### config.mk
export PLATFORM = sky130hd
export DESIGN_NAME = button_event_decoder
export DESIGN_NICKNAME = d
export VERILOG_FILES = /design/src/rtl/button_event_decoder.sv
export SDC_FILE = /design/constraint.sdc
export NUM_CORES = 1
export LEC_CHECK = 0
export BUFFER_PORTS_ARGS = -buffer_cell sky130_fd_sc_hd__buf_2
export CAP_MARGIN = 20
export CORE_UTILIZATION = 55
export CTS_BUF_LIST = sky130_fd_sc_hd__clkbuf_4
export DETAILED_ROUTE_END_ITERATION = 8
export PLACE_DENSITY = 0.76
export SYNTH_ARGS = -nofsm -noshare
export SYNTH_HDL_FRONTEND = slang
export SYNTH_SLANG_ARGS = --single-unit
### constraint.sdc
create_clock -name clk -period 2.9 [get_ports clk]
set_input_delay 0.145 -clock clk [delete_from_list [all_inputs] [get_ports clk]]
set_output_delay 0.145 -clock clk [all_outputs]
set_load 0.05 [all_outputs]
### src/rtl/button_event_decoder.sv
// Front-panel gesture classifier: turns a debounced button level into press/release
// strobes and short-click, double-click and long-press events timed by a prescaled tick.
module button_event_decoder #(
  parameter int TICK_DIVISOR       = 125000,
  parameter int LONG_PRESS_TICKS   = 1000,
  parameter int DOUBLE_CLICK_TICKS = 300
) (
  input  logic       clk,
  input  logic       resetActiveLow,
  input  logic       buttonPressed,
  output logic       pressStrobe,
  output logic       releaseStrobe,
  output logic       shortClick,
  output logic       doubleClick,
  output logic       longPress,
  output logic [7:0] eventCount
);

  localparam int MAX_TICKS = (LONG_PRESS_TICKS > DOUBLE_CLICK_TICKS) ?
                             LONG_PRESS_TICKS : DOUBLE_CLICK_TICKS;
  localparam int TW = $clog2(MAX_TICKS + 1);
  localparam int PW = $clog2(TICK_DIVISOR);

  localparam logic [TW-1:0] LONG_T = TW'(LONG_PRESS_TICKS);
  localparam logic [TW-1:0] DBL_T  = TW'(DOUBLE_CLICK_TICKS);
  localparam logic [TW-1:0] MAX_T  = TW'(MAX_TICKS);
  localparam logic [PW-1:0] PRESC_LAST = PW'(TICK_DIVISOR - 1);

  typedef enum logic [2:0] {
    S_IDLE,
    S_PRESSED,
    S_WAIT_SECOND,
    S_SECOND_PRESSED,
    S_LONG_HELD
  } state_e;

  state_e          state_q, state_d;
  logic [PW-1:0]   presc_q, presc_d;
  logic [TW-1:0]   timer_q, timer_d;
  logic            prev_pressed_q, prev_pressed_d;
  logic            press_q, press_d;
  logic            release_q, release_d;
  logic            short_q, short_d;
  logic            double_q, double_d;
  logic            long_q, long_d;
  logic [7:0]      count_q, count_d;

  logic            rise, fall, tick, any_event;

  // Edge detection and free-running tick prescaler
  always_comb begin
    prev_pressed_d = buttonPressed;
    rise           = buttonPressed & ~prev_pressed_q;
    fall           = ~buttonPressed & prev_pressed_q;
    tick           = (presc_q == PRESC_LAST);
    presc_d        = tick ? '0 : presc_q + PW'(1);
    press_d        = rise;
    release_d      = fall;
  end

  // Gesture FSM: an edge always takes priority over a timeout in the same cycle
  always_comb begin
    state_d  = state_q;
    short_d  = 1'b0;
    double_d = 1'b0;
    long_d   = 1'b0;
    case (state_q)
      S_IDLE: begin
        if (rise) state_d = S_PRESSED;
      end
      S_PRESSED: begin
        if (fall) begin
          state_d = S_WAIT_SECOND;
        end else if (timer_q == LONG_T) begin
          long_d  = 1'b1;
          state_d = S_LONG_HELD;
        end
      end
      S_WAIT_SECOND: begin
        if (rise) begin
          state_d = S_SECOND_PRESSED;
        end else if (timer_q == DBL_T) begin
          short_d = 1'b1;
          state_d = S_IDLE;
        end
      end
      S_SECOND_PRESSED: begin
        if (fall) begin
          double_d = 1'b1;
          state_d  = S_IDLE;
        end else if (timer_q == LONG_T) begin
          // the pending first click is dropped in favour of the long press
          long_d  = 1'b1;
          state_d = S_LONG_HELD;
        end
      end
      S_LONG_HELD: begin
        if (fall) state_d = S_IDLE;
      end
      default: state_d = S_IDLE;
    endcase
  end

  // Tick timer restarts on every state change and saturates at the longest limit
  always_comb begin
    timer_d = timer_q;
    if (state_d != state_q) begin
      timer_d = '0;
    end else if (tick && (timer_q != MAX_T)) begin
      timer_d = timer_q + TW'(1);
    end
  end

  always_comb begin
    any_event = short_d | double_d | long_d;
    count_d   = count_q + {7'd0, any_event};
  end

  always_ff @(posedge clk or negedge resetActiveLow) begin
    if (!resetActiveLow) begin
      state_q        <= S_IDLE;
      presc_q        <= '0;
      timer_q        <= '0;
      prev_pressed_q <= 1'b0;
      press_q        <= 1'b0;
      release_q      <= 1'b0;
      short_q        <= 1'b0;
      double_q       <= 1'b0;
      long_q         <= 1'b0;
      count_q        <= '0;
    end else begin
      state_q        <= state_d;
      presc_q        <= presc_d;
      timer_q        <= timer_d;
      prev_pressed_q <= prev_pressed_d;
      press_q        <= press_d;
      release_q      <= release_d;
      short_q        <= short_d;
      double_q       <= double_d;
      long_q         <= long_d;
      count_q        <= count_d;
    end
  end

  assign pressStrobe   = press_q;
  assign releaseStrobe = release_q;
  assign shortClick    = short_q;
  assign doubleClick   = double_q;
  assign longPress     = long_q;
  assign eventCount    = count_q;

endmodule

-- Yosys cells after proc, flatten, opt, wreduce, memory -nomap -nowiden
Cells that the tools add are included.
- bits in registers: 44
- input bits: 3
- output and inout bits: 13
- word-level logic and storage cells: 51
- add/sub/neg operators: 3
- equal/unequal tests: 9
- multiplexer cells: 19
- bitwise gates (word level): 6
- reductions and logical operators: 4
- operators with widths (kind ; number):
    3-bit two-way mux ; 7
    10-bit two-way mux ; 2
    17-bit by 1-bit adder with 17-bit output, second input constant ; 1
    17-bit == test, second input constant ; 1
    17-bit two-way mux ; 1
    3-bit one-hot mux with 5 select lines ; 1
    10-bit by 1-bit adder with 10-bit output, second input constant ; 1
    10-bit == test, second input constant ; 1
    10-bit by 9-bit == test with 1-bit output, second input constant ; 1
    10-bit inequality test, second input constant ; 1
    8-bit by 1-bit adder with 8-bit output ; 1
    1-bit two-way mux ; 8
    3-bit by 2-bit == test with 1-bit output, second input constant ; 2
    3-bit by 1-bit == test with 1-bit output, second input constant ; 1
    3-bit == test, second input constant ; 1
    3-bit logical NOT ; 1
    3-bit inequality test ; 1
    1-bit bitwise AND ; 2
    1-bit inverter ; 2
    1-bit OR ; 2
    2-bit nonzero test ; 1
    2-bit OR reduction ; 1
    1-bit logical AND ; 1

-- Logic depth before layout (Yosys ltp)
- depth after elaboration: 7
- gate-level depth with buffers: 10
- depth with buffers taken out: 10

-- Worst setup path before layout
OpenSTA, ideal clock, no wires.
- path type: register to register
- start: register timer_q[0]
- end: register count_q[5], in the netlist eventCount[5]
- setup time: 141 ps
- arrival time: 1942 ps
- required time: 2759 ps
- path slack: 818 ps
- stages on the path, launching flop included: 11
- path buffers: 0
- period minus slack after synthesis: 2082 ps
- path through: dfrtp_1 -> inv_1 -> ha_1 -> and4b_1 -> and3_1 -> nand3_1 -> a31oi_1 -> ha_1 -> and3_1 -> nand3_1 -> xnor2_1
- word-level cells in the longest chain between the ends: 7
- elaborated cells on any way between the ends: 11
- those cells by class: add/sub (1); eq/ne (2); mux (6); bitwise (2)
- ends and longest elaborated chain (what ; line ; text):
    start: declaration ; 39 ; logic [TW-1:0] timer_q, timer_d;
    start signal: assignment ; 134 ; timer_q <= timer_d;
    10-bit by 9-bit == test with 1-bit output ; 82 ; end else if (timer_q == DBL_T) begin
    1-bit two-way mux ; 82 ;
    1-bit two-way mux ; 80 ; if (rise) begin
    1-bit two-way mux ; 67 ; case (state_q)
    1-bit OR ; 115 ; any_event = short_d | double_d | long_d;
    1-bit OR * ; 115 ;
    8-bit by 1-bit adder with 8-bit output * ; 116 ; count_d = count_q + {7'd0, any_event};
    net count_d[5] ; 46 ; logic [7:0] count_q, count_d;
    end signal: assignment ; 141 ; count_q <= count_d;
    end: declaration ; 46 ;
Mark *: on every way through the listed nets, which the timed path passes. The rest lies on a longest branch.
A chain may end at the register's enable or synchronous reset.

-- Final worst setup path
- start: register timer_q[1]
- end: register count_q[7], in the netlist eventCount[7]
Same word-level chain as after synthesis.

==> impl_metrics.csv <==
group,metric,value,unit
global_route,grt_pass1_vias,1642,
flow_run,maxCapViolations,0,
detailed_routing,totalWireLength,4030,microns
logic_synthesis,ys_seq_area_share,51.5,%
power,internal_power,0.872,mW
cts,cts_setup_buffers,0,
global_route,grt_max_degree,45,
placed_design,globalplace.congestion,0.836,
timing,whs,0.448,ns
final_layout,drive_above_1_share,12.6,%
floorplanning,start_util,58.0,%
global_route,antenna_found_initial,0,
placed_design,hpwl,2850,microns
timing,setup_viol,0,
floorplanning,num_rows,22,
power,powerDensity,530,nW/um^2
logic_synthesis,synth_largest_area_cell,"dfrtp_1",
final_layout,final_common_cell,"dfrtp_1",
floorplanning,die_w,64.4,microns
timing,hold_viol,0,
detailed_routing,via_per_inst,6.03,
global_route,grt_remaining_overflow,0,
timing,rsz0062_at_grt,"no",
power,netSwitchingPower,0.378,mW
critical_path,required,3.16,ns
final_layout,fillers,298,
timing,fmax,0.441,GHz
hold_path,hp-class,"input pin to asynchronous set/reset pin",
cts,clock-sinks,44,
floorplanning,die_area,4140,sq um
detailed_routing,detail_route.wl_per_cell,14.9,microns
floorplanning,die_h,64.4,microns
logic_synthesis,ys_top_cells_by_area,"dfrtp_1, nand3_1, xnor2_1",
power,power_frac_seq,54.5,%
logic_synthesis,synth_top_area_share,51.5,%
floorplanning,core-area,3690,sq um
timing,relSlewSlack,37.6,%
cts,clk_pin_slew,0.14,ns
logic_synthesis,synthFlopType,"dfrtp_1",
critical_path,path_max_fanout,7,
logic_synthesis,yosysWarnings,0,
placed_design,portBuffers,15,
logic_synthesis,synth_async_sr_flop_share,100,%
critical_path,cp-start-kind,"flop",
power,swShare,30.2,%
final_layout,fin_nets,230,
cts,root_buffer,"clkbuf_4",
final_layout,mostFrequentLayoutCells,"dfrtp_1, nand3_1, buf_2",
global_route,gr-usage-all-layers,23.2,%
logic_synthesis,synth_fp_nets,211,
cts,h-tree-depth,2,
cts,clockBufferDepth,2,
logic_synthesis,ys_ff_latch,44,
logic_synthesis,ys_types,41,
power,combPwrFrac,14.3,%
cts,cts_tree,"built",
critical_path,endpoint_kind,"flop",
power,power,1.25,mW
final_layout,syn2layout_area_growth,10.2,%
detailed_routing,num_vias,1633,
timing,fin_crit,2.27,ns
critical_path,path_class,"flop to flop",
critical_path,cp_data_arrival_time,2.53,ns
logic_synthesis,syn_avg_cell_area,10.5,sq um
logic_synthesis,synth-edff-count,0,
global_route,grt_pass1_wl,7400,microns
cts,numCtsBuffers,5,
logic_synthesis,syn_area,2140,sq um
timing,setup_tns,0,ns
power,power_frac_clock,31.2,%
logic_synthesis,synth_cells,203,
detailed_routing,firstDrtPassIters,4,
timing,period_share,78.1,%
cts,insertion_delay,0.36,ns
final_layout,num_antenna_cells,0,
timing,tightest_slew,0.936,ns
power,power_leakage,1.07,nW
run_status,status,"complete, no violations",
detailed_routing,ant_nets,0,
critical_path,rrSetupSlack,0.63,ns
power,irDropWorstVdd,294,uV
floorplanning,ios,16,
timing,clock_skew,0.0112,ns
timing,maxSlewViolCount,0,
detailed_routing,drc_errors,0,
detailed_routing,first_iter_violations,193,
## Yosys cell counts, types with 2 or more instances
| cell | count |
|---|---|
| nand2b_1 | 5 |
| nand2_1 | 8 |
| xor2_1 | 6 |
| nor2_1 | 11 |
| xnor2_1 | 10 |
| and4b_1 | 3 |
| ha_1 | 5 |
| and3_1 | 8 |
| o31ai_1 | 4 |
| clkbuf_1 | 3 |
| inv_1 | 7 |
| and2_1 | 2 |
| and4_1 | 3 |
| buf_2 | 2 |
| or3_1 | 7 |
| or4_1 | 3 |
| a21oi_1 | 3 |
| a211oi_1 | 11 |
| o21ai_1 | 2 |
| o21ai_0 | 10 |
| nand4_1 | 5 |
| dfrtp_1 | 44 |
| a31oi_1 | 2 |
| nor3_1 | 3 |
| nand3_1 | 20 |
## layout make-up
type	count	area, sq um	share of cell area, %
clock inverters	3	46.3	1.96
clock buffers	5	37.5	1.59
repair buffers	17	95.1	4.03
flip-flops and latches	44	1100	46.7
multi-input cells	146	987	41.9
well taps	48	60.1	2.55
inverters	8	30.0	1.27
## flip-flops by register name (all words and copies together) (netlist names), 3 cells and up
name and flops:
eventCount 8, timer_q 10, state_q 3, presc_q 17
## power groups by stage
stage,Combinational (mW),Sequential [mW],Clock (mW)
2_1_floorplan,0.0651,0.751,0
3_3_place_gp,0.173,0.689,0
3_5_place_dp,0.179,0.694,0
4_1_cts,0.181,0.682,0.403
5_1_grt,0.196,0.688,0.428
6_report,0.179,0.681,0.390
## cell families after synthesis
group	after synthesis	share of synthesized area, %
DFF	44	51.5
and+or+nand+nor	84	23.6
buffers and inverters	13	2.40
adders and majority gates	5	2.92
AOI/OAI and AO/OA	40	12.6
xor gates and xnor gates	16	6.55
muxes	1	0.468
## timing repair
action                    CTS  global route
gates resized for setup     0             0
hold buffers                2             0
hold endpoints to repair   45             0
## worst paths after layout
| kind | startpoint | to | cells after the start |
|---|---|---|---|
| worst max-delay path | timer_q[1] | eventCount[7] | 10 |
| worst min-delay path | resetActiveLow | eventCount[3] | 2 |
| worst max register to register | timer_q[1] | eventCount[7] | 10 |
| worst min register to register | eventCount[7] | eventCount[7] | 1 |
| max in group asynchronous | resetActiveLow | presc_q[5] | 2 |
| min in group clk | buttonPressed | prev_pressed_q | 2 |
## critical path: stages, from the launching register on
cell,delay [ns]
dfrtp_1,0.48
inv_1,0.09
ha_1,0.13
and4b_1,0.28
and3_1,0.25
nand3_1,0.09
a31oi_1,0.18
ha_1,0.19
and3_1,0.23
nand3_1,0.11
xnor2_1,0.13
## stage by stage
step	area (sq um)	setup slack [ns]	util, %	std cells
after floorplan	2140	0.818	-	203
after global placement	2250	0.697	61.1	261
after detailed placement	2250	0.645	61.1	261
after CTS	2360	0.630	63.9	271
after global routing	2360	0.396	63.9	271
final	2360	0.634	63.9	271
## per-layer routing
metal / vias to the layer above / track usage, % / share of wire, %
met5: - / 0 / 0
met1: 792 / 29.3 / 44
met4: 0 / 10.8 / 1.1
met2: 40 / 38.0 / 50
li1: 796 / - / -
met3: 5 / 4.64 / 4.8
Power figures use the tool's default switching activity.
